===== config.mk =====
export PLATFORM = sky130hd
export DESIGN_NAME = multi_debouncer
export DESIGN_NICKNAME = d
export VERILOG_FILES = /design/src/rtl/multi_debouncer_pkg.sv /design/src/rtl/multi_debouncer_channel.sv /design/src/rtl/multi_debouncer.sv
export SDC_FILE = /design/constraint.sdc
export NUM_CORES = 1
export LEC_CHECK = 0
export BUFFER_PORTS_ARGS = -buffer_cell sky130_fd_sc_hd__buf_2
export CELL_PAD_IN_SITES_DETAIL_PLACEMENT = 0
export CELL_PAD_IN_SITES_GLOBAL_PLACEMENT = 1
export CORE_MARGIN = 2
export CORE_UTILIZATION = 41
export DETAILED_ROUTE_END_ITERATION = 6
export PLACE_DENSITY = 0.72
export SETUP_SLACK_MARGIN = 0.05
export SYNTH_ARGS = -nofsm -noshare
export SYNTH_HDL_FRONTEND = slang
export SYNTH_SLANG_ARGS = --single-unit

===== constraint.sdc =====
create_clock -name clk -period 3.1 [get_ports clk]
set_input_delay 0.155 -clock clk [delete_from_list [all_inputs] [get_ports clk]]
set_output_delay 0.155 -clock clk [all_outputs]
set_load 0.01 [all_outputs]

===== src/rtl/multi_debouncer_pkg.sv =====
// rtl/multi_debouncer_pkg.sv - shared FSM encoding and counter width helpers for multi_debouncer
package multi_debouncer_pkg;

  // Per-channel FSM state encoding
  localparam logic [1:0] ST_RELEASED        = 2'd0;
  localparam logic [1:0] ST_PRESS_PENDING   = 2'd1;
  localparam logic [1:0] ST_PRESSED         = 2'd2;
  localparam logic [1:0] ST_RELEASE_PENDING = 2'd3;

  // Bits needed to hold values 0..max_val (never less than one bit)
  function automatic int cnt_width(input int max_val);
    int w;
    w = 1;
    for (int i = 1; i < 31; i++) begin
      if ((1 << i) <= max_val) w = i + 1;
    end
    return w;
  endfunction

  // Largest of three tick parameters, used to size one shared counter width
  function automatic int max3(input int a, input int b, input int c);
    int m;
    m = a;
    if (b > m) m = b;
    if (c > m) m = c;
    return m;
  endfunction

endpackage


===== src/rtl/multi_debouncer_channel.sv =====
// rtl/multi_debouncer_channel.sv - one debounced input: synchroniser, press/release FSM, hold and repeat counters
module multi_debouncer_channel
  import multi_debouncer_pkg::*;
#(
  parameter int   DEBOUNCE_TICKS   = 16,
  parameter int   SYNC_STAGES      = 2,
  parameter int   LONG_PRESS_TICKS = 64,
  parameter int   REPEAT_TICKS     = 16,
  parameter logic INVERT           = 1'b0
) (
  input  logic clk,
  input  logic rst_n,
  input  logic ce,
  input  logic raw_in,
  output logic level_out,
  output logic press_pulse,
  output logic release_pulse,
  output logic long_press_pulse,
  output logic repeat_pulse
);

  localparam int CW = cnt_width(max3(DEBOUNCE_TICKS, LONG_PRESS_TICKS, REPEAT_TICKS));
  localparam logic [CW-1:0] DEB_LAST  = CW'(DEBOUNCE_TICKS - 1);
  localparam logic [CW-1:0] LONG_MAX  = CW'(LONG_PRESS_TICKS);
  localparam logic [CW-1:0] LONG_LAST = CW'(LONG_PRESS_TICKS - 1);
  localparam logic [CW-1:0] REP_LAST  = CW'(REPEAT_TICKS - 1);
  localparam logic LONG_EN = (LONG_PRESS_TICKS != 0);
  localparam logic REP_EN  = (LONG_PRESS_TICKS != 0) && (REPEAT_TICKS != 0);

  logic [SYNC_STAGES-1:0] sync_q, sync_d;
  logic [1:0]             state_q, state_d;
  logic [CW-1:0]          deb_cnt_q, deb_cnt_d;
  logic [CW-1:0]          hold_cnt_q, hold_cnt_d;
  logic [CW-1:0]          rep_cnt_q, rep_cnt_d;
  logic                   long_ev_q, long_ev_d;
  logic                   rep_ev_q, rep_ev_d;
  logic                   level_q, level_d;
  logic                   press_q, press_d;
  logic                   release_q, release_d;
  logic                   long_q, long_d;
  logic                   repeat_q, repeat_d;
  logic                   synced;
  logic                   in_hold;

  // Inversion is applied after the last stage so active-low inputs share the same flops
  assign synced  = sync_q[SYNC_STAGES-1] ^ INVERT;
  assign in_hold = (state_q == ST_PRESSED) || (state_q == ST_RELEASE_PENDING);

  // Shift the raw input through the synchroniser on every clk
  always_comb begin
    sync_d = {sync_q[SYNC_STAGES-2:0], raw_in};
  end

  // Debounce FSM plus hold/repeat counting; events only fire while genuinely pressed
  always_comb begin
    state_d    = state_q;
    deb_cnt_d  = deb_cnt_q;
    hold_cnt_d = hold_cnt_q;
    rep_cnt_d  = rep_cnt_q;
    long_ev_d  = 1'b0;
    rep_ev_d   = 1'b0;

    if (ce && in_hold) begin
      if (LONG_EN && (hold_cnt_q != LONG_MAX)) begin
        hold_cnt_d = hold_cnt_q + CW'(1);
        if (hold_cnt_q == LONG_LAST) begin
          rep_cnt_d = '0;
          long_ev_d = (state_q == ST_PRESSED);
        end
      end else if (REP_EN && (hold_cnt_q == LONG_MAX)) begin
        if (rep_cnt_q == REP_LAST) begin
          rep_cnt_d = '0;
          rep_ev_d  = (state_q == ST_PRESSED);
        end else begin
          rep_cnt_d = rep_cnt_q + CW'(1);
        end
      end
    end

    case (state_q)
      ST_RELEASED: begin
        if (ce && synced) begin
          state_d   = ST_PRESS_PENDING;
          deb_cnt_d = CW'(1);
        end
      end
      ST_PRESS_PENDING: begin
        if (!synced) begin
          state_d   = ST_RELEASED;
          deb_cnt_d = '0;
        end else if (ce) begin
          if (deb_cnt_q == DEB_LAST) begin
            state_d    = ST_PRESSED;
            deb_cnt_d  = '0;
            hold_cnt_d = '0;
            rep_cnt_d  = '0;
          end else begin
            deb_cnt_d = deb_cnt_q + CW'(1);
          end
        end
      end
      ST_PRESSED: begin
        if (ce && !synced) begin
          state_d   = ST_RELEASE_PENDING;
          deb_cnt_d = CW'(1);
        end
      end
      ST_RELEASE_PENDING: begin
        if (synced) begin
          state_d   = ST_PRESSED;
          deb_cnt_d = '0;
        end else if (ce) begin
          if (deb_cnt_q == DEB_LAST) begin
            state_d    = ST_RELEASED;
            deb_cnt_d  = '0;
            hold_cnt_d = '0;
            rep_cnt_d  = '0;
          end else begin
            deb_cnt_d = deb_cnt_q + CW'(1);
          end
        end
      end
      default: begin
        state_d   = ST_RELEASED;
        deb_cnt_d = '0;
      end
    endcase
  end

  // Output stage: level follows the FSM one clk later, edges of it become the pulses
  always_comb begin
    level_d   = in_hold;
    press_d   = level_d & ~level_q;
    release_d = ~level_d & level_q;
    long_d    = long_ev_q;
    repeat_d  = rep_ev_q;
  end

  // All state registers; reset clears everything, so a held press drops without a release pulse
  always_ff @(posedge clk) begin
    if (!rst_n) begin
      sync_q     <= '0;
      state_q    <= ST_RELEASED;
      deb_cnt_q  <= '0;
      hold_cnt_q <= '0;
      rep_cnt_q  <= '0;
      long_ev_q  <= 1'b0;
      rep_ev_q   <= 1'b0;
      level_q    <= 1'b0;
      press_q    <= 1'b0;
      release_q  <= 1'b0;
      long_q     <= 1'b0;
      repeat_q   <= 1'b0;
    end else begin
      sync_q     <= sync_d;
      state_q    <= state_d;
      deb_cnt_q  <= deb_cnt_d;
      hold_cnt_q <= hold_cnt_d;
      rep_cnt_q  <= rep_cnt_d;
      long_ev_q  <= long_ev_d;
      rep_ev_q   <= rep_ev_d;
      level_q    <= level_d;
      press_q    <= press_d;
      release_q  <= release_d;
      long_q     <= long_d;
      repeat_q   <= repeat_d;
    end
  end

  assign level_out        = level_q;
  assign press_pulse      = press_q;
  assign release_pulse    = release_q;
  assign long_press_pulse = long_q;
  assign repeat_pulse     = repeat_q;

endmodule


===== src/rtl/multi_debouncer.sv =====
// rtl/multi_debouncer.sv - N independent debounced inputs with press/release/long-press/repeat pulses
module multi_debouncer
  import multi_debouncer_pkg::*;
#(
  parameter int                  CHANNELS         = 4,
  parameter int                  DEBOUNCE_TICKS   = 16,
  parameter int                  SYNC_STAGES      = 2,
  parameter int                  LONG_PRESS_TICKS = 64,
  parameter int                  REPEAT_TICKS     = 16,
  parameter logic [CHANNELS-1:0] INVERT_MASK      = {CHANNELS{1'b0}}
) (
  input  logic                clk,
  input  logic                rst_n,
  input  logic                CLOCK_ENABLE,
  input  logic [CHANNELS-1:0] in_signal,
  output logic [CHANNELS-1:0] level_out,
  output logic [CHANNELS-1:0] press_pulse,
  output logic [CHANNELS-1:0] release_pulse,
  output logic [CHANNELS-1:0] long_press_pulse,
  output logic [CHANNELS-1:0] repeat_pulse
);

  for (genvar g = 0; g < CHANNELS; g++) begin : g_ch
    multi_debouncer_channel #(
      .DEBOUNCE_TICKS  (DEBOUNCE_TICKS),
      .SYNC_STAGES     (SYNC_STAGES),
      .LONG_PRESS_TICKS(LONG_PRESS_TICKS),
      .REPEAT_TICKS    (REPEAT_TICKS),
      .INVERT          (INVERT_MASK[g])
    ) u_ch (
      .clk             (clk),
      .rst_n           (rst_n),
      .ce              (CLOCK_ENABLE),
      .raw_in          (in_signal[g]),
      .level_out       (level_out[g]),
      .press_pulse     (press_pulse[g]),
      .release_pulse   (release_pulse[g]),
      .long_press_pulse(long_press_pulse[g]),
      .repeat_pulse    (repeat_pulse[g])
    );
  end

endmodule


=== Word level (Yosys, flattened, before mapping) ===
Index checks and enable logic that the tools add are counted.

* Bits of input ports: 7
* Flip-flop bits (word level): 128
* Logic and storage cells: 317
* Output and inout port bits: 20

* Multiplexer cells: 132
* Bitwise operators: 29
* $add $sub $neg: 12
* Reductions and logical operators: 40
* Equal/unequal tests: 56

{| class="wikitable"
|+ Operators by type and width
! kind !! number
|-
| 7-bit 2-to-1 mux || 84
|-
| 7-bit one-hot mux with 2 select lines || 8
|-
| 7-bit one-hot mux with 4 select lines || 4
|-
| 7-bit by 1-bit adder with 7-bit output (second input constant) || 12
|-
| 2-bit 2-to-1 mux || 32
|-
| 7-bit by 4-bit equality test with 1-bit output (second input constant) || 8
|-
| 2-bit one-hot mux with 4 select lines || 4
|-
| 7-bit by 6-bit equality test with 1-bit output (second input constant) || 4
|-
| 7-bit equality test (second input constant) || 4
|-
| 7-bit inequality test (second input constant) || 4
|-
| 3-bit by 2-bit inequality test with 1-bit output (second input constant) || 8
|-
| 3-bit inequality test (second input constant) || 8
|-
| 6-bit AND reduction || 4
|-
| 1-bit NOT || 21
|-
| 5-bit OR reduction || 4
|-
| 2-bit equality test (second input constant) || 8
|-
| 4-bit AND reduction || 4
|-
| 1-bit logical AND || 12
|-
| 1-bit AND || 8
|-
| 2-bit by 1-bit equality test with 1-bit output (second input constant) || 4
|-
| 2-bit logical NOT || 4
|-
| 2-bit by 1-bit inequality test with 1-bit output (second input constant) || 4
|-
| 2-bit inequality test (second input constant) || 4
|-
| 2-bit AND reduction || 4
|-
| other kinds (2) || 8
|}

=== Depth between registers and ports, before layout ===
Gate-level depths: netlist (run 1).

* Word-level depth: 9
* Depth in mapped cells: 7
* Mapped depth without buffers: 6

=== By module ===
A second synthesis (run 1) with hierarchy kept.

* Cells, all modules: 662
* Area total of the unflattened synthesis: 5,972.0 sq um

{| class="wikitable"
|+ By module, submodules not included
! module !! area an instance (sq um) !! instances !! cells each
|-
| multi_debouncer_channel (g_ch[2].u_ch ...) || 1,507.7 || 2 || 167
|-
| multi_debouncer_channel (g_ch[0].u_ch) || 1,485.2 || 1 || 164
|-
| multi_debouncer_channel (g_ch[1].u_ch) || 1,471.4 || 1 || 164
|}

=== Worst setup path before layout (run 1) ===
No wires, ideal clock.

* Path type: register to register
* Start: register g_ch[2].u_ch.hold_cnt_q[0]
* End: register g_ch[2].u_ch.rep_cnt_q[5]
* Data arrival time: 1.623 ns
* Path buffers: 1
* Setup slack: 1.411 ns
* Clock period less this slack: 1.689 ns
* Library setup time: 0.066 ns
* Stages on the path, launching flop included: 8
* Required time: 3.034 ns
* Cell sequence: dfxtp_1 inv_1 ha_1 nor4b_4 nand3_2 buf_6 or4_4 a21oi_2

* Cells in the longest elaborated chain, start to end: 8
* Elaborated cells between the ends (all ways): 12
* Those cells by class: eq/ne (3); mux (9)

{| class="wikitable"
|+ Ends and longest elaborated chain
! item !! line !! RTL
|-
| from (decl) || multi_debouncer_channel.sv:33 || <nowiki>logic [CW-1:0] hold_cnt_q, hold_cnt_d;</nowiki>
|-
| from (signal assigned) || multi_debouncer_channel.sv:158 || <nowiki>hold_cnt_q <= hold_cnt_d;</nowiki>
|-
| 7-bit equality test / 7-bit by 6-bit equality test with 1-bit output (equally long branches) || multi_debouncer_channel.sv:70, multi_debouncer_channel.sv:66 ||
|-
| 7-bit 2-to-1 mux (on tied branches) || multi_debouncer_channel.sv:70, multi_debouncer_channel.sv:66 ||
|-
| 7-bit 2-to-1 mux (*) || multi_debouncer_channel.sv:64 || <nowiki>if (LONG_EN && (hold_cnt_q != LONG_MAX)) begin</nowiki>
|-
| 7-bit 2-to-1 mux (*) || multi_debouncer_channel.sv:63 || <nowiki>if (ce && in_hold) begin</nowiki>
|-
| 7-bit 2-to-1 mux || multi_debouncer_channel.sv:92, multi_debouncer_channel.sv:113 ||
|-
| 7-bit 2-to-1 mux || multi_debouncer_channel.sv:91 || <nowiki>end else if (ce) begin</nowiki>
|-
| 7-bit 2-to-1 mux (on tied branches) || multi_debouncer_channel.sv:109, multi_debouncer_channel.sv:88 ||
|-
| 7-bit one-hot mux with 2 select lines (*) || multi_debouncer_channel.sv:80 || <nowiki>case (state_q)</nowiki>
|-
| to (signal assigned) || multi_debouncer_channel.sv:159 || <nowiki>rep_cnt_q <= rep_cnt_d;</nowiki>
|-
| to (decl) || multi_debouncer_channel.sv:34 || <nowiki>logic [CW-1:0] rep_cnt_q, rep_cnt_d;</nowiki>
|}

Mark *: on every way between the ends. The rest lies on a longest branch, timed or not.
A chain may end at the register's enable or synchronous reset.

=== Worst setup path in the final report (run 1) ===
* Start: register g_ch[1].u_ch.hold_cnt_q[0]
* End: register g_ch[1].u_ch.rep_cnt_q[4]

* Cells in the longest elaborated chain, start to end: 8
* Elaborated cells between the ends (all ways): 12
* Those cells by class: eq/ne (3); mux (9)

{| class="wikitable"
|+ Ends and longest elaborated chain
! item !! line !! RTL
|-
| from (decl) || multi_debouncer_channel.sv:33 ||
|-
| from (signal assigned) || multi_debouncer_channel.sv:158 ||
|-
| 7-bit equality test / 7-bit by 6-bit equality test with 1-bit output (equally long branches) || multi_debouncer_channel.sv:70, multi_debouncer_channel.sv:66 ||
|-
| 7-bit 2-to-1 mux (on tied branches) || multi_debouncer_channel.sv:70, multi_debouncer_channel.sv:66 ||
|-
| 7-bit 2-to-1 mux (*) || multi_debouncer_channel.sv:64 ||
|-
| 7-bit 2-to-1 mux (*) || multi_debouncer_channel.sv:63 ||
|-
| 7-bit 2-to-1 mux || multi_debouncer_channel.sv:92, multi_debouncer_channel.sv:113 ||
|-
| 7-bit 2-to-1 mux || multi_debouncer_channel.sv:112 || <nowiki>end else if (ce) begin</nowiki>
|-
| 7-bit 2-to-1 mux (on tied branches) || multi_debouncer_channel.sv:109, multi_debouncer_channel.sv:88 ||
|-
| 7-bit one-hot mux with 2 select lines (*) || multi_debouncer_channel.sv:80 ||
|-
| to (signal assigned) || multi_debouncer_channel.sv:159 ||
|-
| to (decl) || multi_debouncer_channel.sv:34 ||
|}

Marks and branches as above.

==> summary.md, run 1 <==
| Metric | Value |
|---|---|
| Outcome | `finished clean` |
| Vias per inst | `5.46` |
| Largest net degree at the start of global routing | `36` |
| Crit path kind | `reg2reg` |
| Die X | `~130 um` |
| Final GP Congestion | `0.799` |
| Ranking of synthesized cells by area | `dfxtp_1 (43%), a21oi_1 (4.8%), nand2_1 (3.9%)` |
| Sequential fraction of the synthesis area | `0.425` |
| Met2 Resource Use GR | `0.252` |
| CP arrival | `between 2 and 2.5 ns` |
| Top cell type's share of synthesized area | `0.425` |
| Final Skew | `0.00598 ns` |
| Slew Limit Fails | `0` |
| Worst-path fanout max | `13` |
| Cell Rows | `44` |
| Post-CTS setup buffers | `0` |
| DRC | `0` |
| RSZ-0062 raised after global routing | `false` |
| CP required | `3.45 ns` |
| Post-synth top cells | `dfxtp_1 (128), nand2_1 (62), a21oi_1 (58)` |
| Cell variety after synth | `64` |
| Clk root buf | `clkbuf_16` |
| CTS Sinks | `128` |
| Design area | `0.00674 mm2` |
| Initial Utilization | `0.418` |
| Initial DRC count | `between 300 and 400` |
| Pleak | `2.49 nW` |
| GRT Max-Usage Layer | `met2` |
| Hold Buf Count CTS | `4` |
| Number of synthesized register bits | `128` |
| Pwr/cell area | `545 mW/mm2` |
| Area delta synth->final | `11.8%` |
| Area leader, netlist | `dfxtp_1` |
| Multi-input gate area | `0.00309 mm2` |
| CP endpoint kind | `flip-flop` |
| Total grt overflow | `0` |
| Top FF cell, synth | `dfxtp_1` |
| Dpl hpwl | `8220 um` |
| Worst R2R Setup Slack | `1.03 ns` |
| Fillers | `between 1,000 and 1,500` |
| Hold Vio Cnt, Final | `0` |
| WL final | `12,100 um` |
| DR WL/cell | `13.5 um` |
| Max-cap violations | `0` |
| PostCTS Resize Cnt | `0` |
| DRT Pass-1 Iters | `5` |
| CTS tree | `yes` |
| Synth warnings | `0` |
| Worst-case clock buffer depth | `2` |
| Critical Path Source Type | `flip-flop` |
| Setup TNS | `0 ns` |
| Register area | `about 0.0026 mm2` |
| Initial antenna violation count | `0` |
| Antenna viol nets, final | `0` |
| Mean Syn Cell Area | `8.75 um2` |
| Met1 GRT Util | `0.200` |
| Synthesized net count | `712` |
| Fmax | `483 MHz` |
| Top-count cell post-synth | `dfxtp_1` |
| Nets | `between 700 and 800` |
| Post-synth EDFFs | `0` |
| Skew-Pair Late Insertion Delay | `0.42 ns` |
| I/O Buffers | `26` |
| Measured slew at the worst slew-check pin | `0.735 ns` |
| Async SR Flop Fraction | `0` |
| Syn Std Cell Area | `between 0.006 and 0.007 mm2` |
| Met3 Use GR | `0.0458` |
| Die height | `approximately 130 um` |
| Hold/Removal Path Class | `in2reg` |
| Tcrit/Tclk final | `0.667` |
| Final Setup Violations | `0` |
| Syn Inst Count | `689` |
| IO Pins | `27` |
| Number of global-route vias before repair | `4,611` |
| Placed cell area | `0.00614 mm2` |
| Core area | `0.0144 mm2` |
| Global-route wire length before repair | `20,700 um` |
| Crit path time final | `2.07 ns` |
| Die ar. | `0.0157 mm2` |
| ANT cells | `0` |
| Peak VDD IR | `0.390 mV` |
| GRT Total Usage | `0.159` |
| Relative slew slack | `0.508` |
| Vias | `4,865` |
| CTS buffer count | `17` |
| Clock transition at the registers of the reported paths | `about 0.060 ns` |
| H-tree depth | `4` |
| Share of post-route cells with drive strength above 1 | `0.107` |
report_power, final:
| part | internal (W) | switching (W) | total (W) |
|---|---|---|---|
| combinational | 0.0000317 | 0.0000596 | 0.0000913 |
| clock | 0.00119 | 0.000722 | 0.00191 |
| sequential | 0.00166 | 0.0000112 | 0.00167 |
| total | 0.00288 | 0.000792 | 0.00367 |
sequential cells by signal, indices dropped and copies added (netlist names), named ones only:
name                        cells
g_ch.u_ch.deb_cnt_q            28
g_ch.u_ch.hold_cnt_q           28
g_ch.u_ch.level_out             4
g_ch.u_ch.long_d                4
g_ch.u_ch.long_press_pulse      4
g_ch.u_ch.press_pulse           4
g_ch.u_ch.release_pulse         4
g_ch.u_ch.rep_cnt_q            28
g_ch.u_ch.rep_ev_q              4
g_ch.u_ch.repeat_pulse          4
g_ch.u_ch.state_q               4
g_ch.u_ch.sync_q                8
final timing paths:
check                                       end  cells after the start                       start
setup / recovery      g_ch[1].u_ch.rep_cnt_q[4]                      6  g_ch[1].u_ch.hold_cnt_q[0]
hold / removal          g_ch[2].u_ch.state_q[0]                      3                CLOCK_ENABLE
hold reg to reg   g_ch[2].u_ch.long_press_pulse                      1         g_ch[2].u_ch.long_d
setup reg to reg      g_ch[1].u_ch.rep_cnt_q[4]                      6  g_ch[1].u_ch.hold_cnt_q[0]
layer usage:
metal	vias up	wire length, um	part of all wire
met4	0	195	0.016
met2	83	5620	0.47
li1	2463	-	-
met3	16	466	0.039
met5	-	0	0
met1	2303	5780	0.48
layout make-up:
type | count | share of cell area
timing repair buffer | 35 | 0.0308
inverter | 24 | 0.0134
clock buffer | 20 | 0.0663
sequential | 128 | 0.380
tap | 184 | 0.0342
clock inverter | 11 | 0.0173
multi-input combinational | 489 | 0.458
layout by cell type, fill, tap and decap left out, types with 12 or more instances in the layout:
master	Yosys	routed
a21oi_1	58	58
and2_1	23	23
buf_2	10	26
clkbuf_16	0	17
dfxtp_1	128	128
ha_1	16	16
inv_1	22	22
nand2_1	62	62
nand3_1	28	28
nand4_1	20	20
nor2_1	53	53
nor3_1	21	21
o211ai_1	12	12
o21ai_0	27	27
or3_1	22	22
xnor2_1	16	16
xor2_1	15	15
stage by stage:
step / power, W / instances / util / setup WS, ns / hold WS, ns
2_1_floorplan: 0.00176 / 689 / - / 1.41 / 0.282
6_report: 0.00367 / 891 / 0.467 / 1.03 / 0.238
3_5_place_dp: 0.00179 / 856 / 0.425 / 1.03 / 0.366
4_1_cts: 0.00372 / 891 / 0.467 / 1.01 / 0.217
3_3_place_gp: 0.00179 / 856 / 0.425 / 1.13 / 0.363
5_1_grt: 0.00379 / 891 / 0.467 / 0.812 / 0.303
logic make-up (layout without fill, tap and decap cells):
| logic type | Yosys count | in the layout | share of synthesized area |
|---|---|---|---|
| flops | 128 | 128 | 0.425 |
| simple gates | 289 | 289 | 0.262 |
| xor+xnor | 32 | 32 | 0.0477 |
| buf+inv | 72 | 90 | 0.0643 |
| compound gates | 143 | 143 | 0.153 |
| fa+ha+maj | 16 | 16 | 0.0332 |
| mux | 9 | 9 | 0.0149 |
worst max-delay path, cell delays in order (launching register included):
cell and delay [ns]:
dfxtp_1 0.33, inv_1 0.06, ha_1 0.14, nor4b_2 0.32, nand3_1 0.39, or4_1 0.60
a21oi_1 0.15
No activity file was read; power rests on OpenSTA's default activity.
==> run 2: changes to the inputs <==
--- a/config.mk
+++ b/config.mk
@@ -11,7 +11,7 @@
 export CORE_MARGIN = 2
 export CORE_UTILIZATION = 41
 export DETAILED_ROUTE_END_ITERATION = 6
-export PLACE_DENSITY = 0.72
+export PLACE_DENSITY = 0.75
 export SETUP_SLACK_MARGIN = 0.05
 export SYNTH_ARGS = -nofsm -noshare
 export SYNTH_HDL_FRONTEND = slang
==> constraint.sdc (replaced) <==
create_clock -name clk -period 1.88 [get_ports clk]
set_input_delay 0.094 -clock clk [delete_from_list [all_inputs] [get_ports clk]]
set_output_delay 0.094 -clock clk [all_outputs]
set_load 0.01 [all_outputs]
==> run 2 against run 1 <==
  * Global-route usage rose by 0.68 points
  * Clock-buffer cell count fell by 2
  * Core utilization rose by 2.8 points
  * Via count rose by 3.9%
  * Final cell count rose by 3.9%
  * Routed wire length rose by 2.9%
  * Die area did not move
  * Critical endpoint is now g_ch[2].u_ch.rep_cnt_q[4]
  * Highest routed layer unchanged
==> summary.md, run 2 (synthesized netlist as in run 1, its figures left out) <==
| Metric | Value |
|---|---|
| Slowest CP cell | `or4_1` |
| I/O Buffers | `26 (unchanged)` |
| Global-route wire length before repair | `21,600 um (+4.2%)` |
| Cell count of the worst hold path | `3 (unchanged)` |
| Sw Pwr | `0.00138 W (+74%)` |
| CP arrival | `2.12 ns (-0.30 ns)` |
| Area delta synth->final | `18.5%` |
| Fillers | `1,365 (-1.4%)` |
| Biggest regs | `g_ch.u_ch.deb_cnt_q (28), g_ch.u_ch.hold_cnt_q (28), g_ch.u_ch.rep_cnt_q (28)` |
| Skew-Pair Late Insertion Delay | `0.42 ns (about the same)` |
| Dpl hpwl | `8600 um (+4.7%)` |
| IO Pins | `27 (unchanged)` |
| Die ar. | `0.0157 mm2 (unchanged)` |
| Hold Vio Cnt, Final | `0 (unchanged)` |
| Worst-path fanout max | `6 (-7)` |
| Cell Rows | `44 (unchanged)` |
| Multi-input gate area | `0.00316 mm2 (+2.3%)` |
| Power after layout | `0.00632 W (+72%)` |
| Critical Path Source Type | `flip-flop` |
| DRT Pass-1 Iters | `4 (-1)` |
| WL final | `12,400 um (+2.9%)` |
| Reg2Reg Launch Point | `g_ch[2].u_ch.hold_cnt_q[0]` |
| Vias | `5,057 (+3.9%)` |
| Final Setup Violations | `0 (unchanged)` |
| Number of global-route vias before repair | `4,733 (+2.6%)` |
| ANT cells | `0 (unchanged)` |
| Final Skew | `0.00843 ns (+0.00245 ns)` |
| GRT Total Usage | `0.165 (+0.00681)` |
| Gate power share | `0.028 (+0.003)` |
| Initial DRC count | `225 (-37%)` |
| Commonest non-fill, non-tap cell in the layout | `dfxtp_1` |
| Relative slew slack | `0.638 (+0.130)` |
| DR WL/cell | `13.4 um (-0.99%)` |
| Total grt overflow | `0 (unchanged)` |
| Vias per inst | `5.46 (about the same)` |
| Hold Startpoint | `CLOCK_ENABLE` |
| Die height | `125 um (unchanged)` |
| Fmax | `563 MHz (+17%)` |
| CTS tree | `yes` |
| Outcome | `finished clean` |
| Layout Utilization | `0.495 (+0.0280)` |
| Reg2Reg Depth | `6 (unchanged)` |
| Share of post-route cells with drive strength above 1 | `0.171 (+0.0637)` |
| CTS buffer count | `17 (unchanged)` |
| Nets | `752 (+4.7%)` |
| Crit path kind | `reg2reg` |
| CP endpoint kind | `flip-flop` |
| CTS Sinks | `128 (unchanged)` |
| Clock transition at the registers of the reported paths | `0.06 ns (about the same)` |
| Crit path time final | `1.78 ns (-0.293 ns)` |
| Final GP Congestion | `0.829 (+3.7%)` |
| Initial Utilization | `0.418 (unchanged)` |
| Max stage delay on crit path | `0.54 ns (-0.06 ns)` |
| Peak VDD IR | `0.613 mV (+57%)` |
| Pwr/cell area | `885 mW/mm2 (+62%)` |
| Register area | `0.00257 mm2 (+0.34%)` |
| Cell family with most CP delay | `simple AND/OR/NAND/NOR gates` |
| Clk pwr share | `0.537 (+0.016)` |
| Largest net degree at the start of global routing | `36 (unchanged)` |
| CP required | `2.23 ns (-1.22 ns)` |
| Int Power | `0.00494 W (+72%)` |
| Switching part of the total | `0.218 (+0.00241)` |
| Initial antenna violation count | `0 (unchanged)` |
| DRC | `0 (unchanged)` |
| Worst-case clock buffer depth | `2 (unchanged)` |
| Pleak | `2.72 nW (+9.2%)` |
| Max-cap violations | `0 (unchanged)` |
| Worst Path Buf+Inv | `1 (unchanged)` |
| Antenna viol nets, final | `0 (unchanged)` |
| Final non-filler cell total | `926 (+3.9%)` |
| Most frequent cells in the layout | `dfxtp_1 (123), nand2_1 (62), a21oi_1 (54)` |
| Measured slew at the worst slew-check pin | `0.539 ns (-0.196 ns)` |
| H-tree depth | `4 (unchanged)` |
| Tcrit/Tclk final | `0.944 (+0.277)` |
| Die X | `125 um (unchanged)` |
| Worst R2R Setup Slack | `0.10 ns (-0.93 ns)` |
| RR Endpoint | `g_ch[2].u_ch.rep_cnt_q[4]` |
| Placed Cells | `881 (+2.9%)` |
| Sequential share of power | `0.434 (-0.020)` |
| Hold path endpoint | `g_ch[1].u_ch.deb_cnt_q[1]` |
| Slew Limit Fails | `0 (unchanged)` |
| RSZ-0062 raised after global routing | `true` |
| Core area | `0.0144 mm2 (unchanged)` |
| Clk root buf | `clkbuf_16` |
| Hold/Removal Path Class | `in2reg` |
| Cells along the critical path | `inv_1 > ha_2 > nor4b_4 > nand3_4 > or4_1 > a21oi_1` |
-- run 2: changes by cell type in the layout (fill, tap and decap cells not counted), moves of 3 or more --
| cell | change |
|---|---|
| dfxtp_2 | +4 |
| a21oi_2 | +4 |
| clkinv_4 | +5 |
| dfxtp_1 | -5 |
| a21oi_1 | -4 |
| buf_4 | +30 |
| clkinv_2 | -4 |
| inv_6 | +3 |
-- run 2: layout make-up --
| class | instances | area share |
|---|---|---|
| clock buffer | 18 | 0.0615 |
| clock inverter | 14 | 0.0254 |
| inverter | 24 | 0.0126 |
| multi-input combinational | 490 | 0.442 |
| sequential | 128 | 0.360 |
| tap | 184 | 0.0322 |
| timing repair buffer | 68 | 0.0666 |
-- run 2: worst max-delay path by stage --
| stage | end | slack [ns] | startpoint | cells past startpoint |
|---|---|---|---|---|
| detailed placement | g_ch[0].u_ch.rep_cnt_q[4] | -0.03 | g_ch[0].u_ch.hold_cnt_q[0] | 6 |
| CTS | g_ch[0].u_ch.rep_cnt_q[4] | 0.05 | g_ch[0].u_ch.hold_cnt_q[0] | 6 |
| global placement | g_ch[0].u_ch.rep_cnt_q[6] | 0.09 | g_ch[0].u_ch.hold_cnt_q[0] | 6 |
| finish | g_ch[2].u_ch.rep_cnt_q[4] | 0.10 | g_ch[2].u_ch.hold_cnt_q[0] | 6 |
| floorplan | g_ch[2].u_ch.rep_cnt_q[5] | 0.19 | g_ch[2].u_ch.hold_cnt_q[0] | 7 |
| global route | flip-flop | -0.004 | g_ch[2].u_ch.deb_cnt_q[0] | 6 |
-- run 2: tightest hold or removal path, stage by stage --
cell     delay (ns)
buf_2          0.19
nand3_1        0.10
a21oi_1        0.06
-- run 2: power by group through the flow --
stage / Combinational (W) / Sequential, W / Clock [W]
2_1_floorplan: 0.000109 / 0.00280 / 0
3_3_place_gp: 0.000168 / 0.00280 / 0
3_5_place_dp: 0.000170 / 0.00280 / 0
4_1_cts: 0.000177 / 0.00275 / 0.00348
5_1_grt: 0.000199 / 0.00275 / 0.00361
6_report: 0.000179 / 0.00274 / 0.00340
-- run 2: timing repair --
item	4_1_cts	5_1_grt
hold buffers	4	0
setup buffers	0	8
endpoints found under the hold margin	4	0
resized for setup	2	22
pin swaps	1	10
gates cloned	1	0
endpoints found under the setup margin	5	19
-- run 2: stage by stage --
step / setup slack, ns / cell area, um2 / setup TNS [ns] / hold slack, ns
floorplan: 0.191 / 6030 / 0 / 0.221
global placement: 0.0874 / 6340 / 0 / 0.304
detailed placement: -0.0280 / 6340 / -0.0280 / 0.306
CTS: 0.0521 / 7020 / 0 / 0.0676
global route: -0.00404 / 7140 / -0.00404 / 0.0908
finish: 0.104 / 7140 / 0 / 0.0871
-- run 2: metal layers --
metal  global-route usage  wire length [um]
met3               0.0466               399
met2                0.272              5890
met5                    0                 0
met4               0.0739               187
met1                0.202              5940
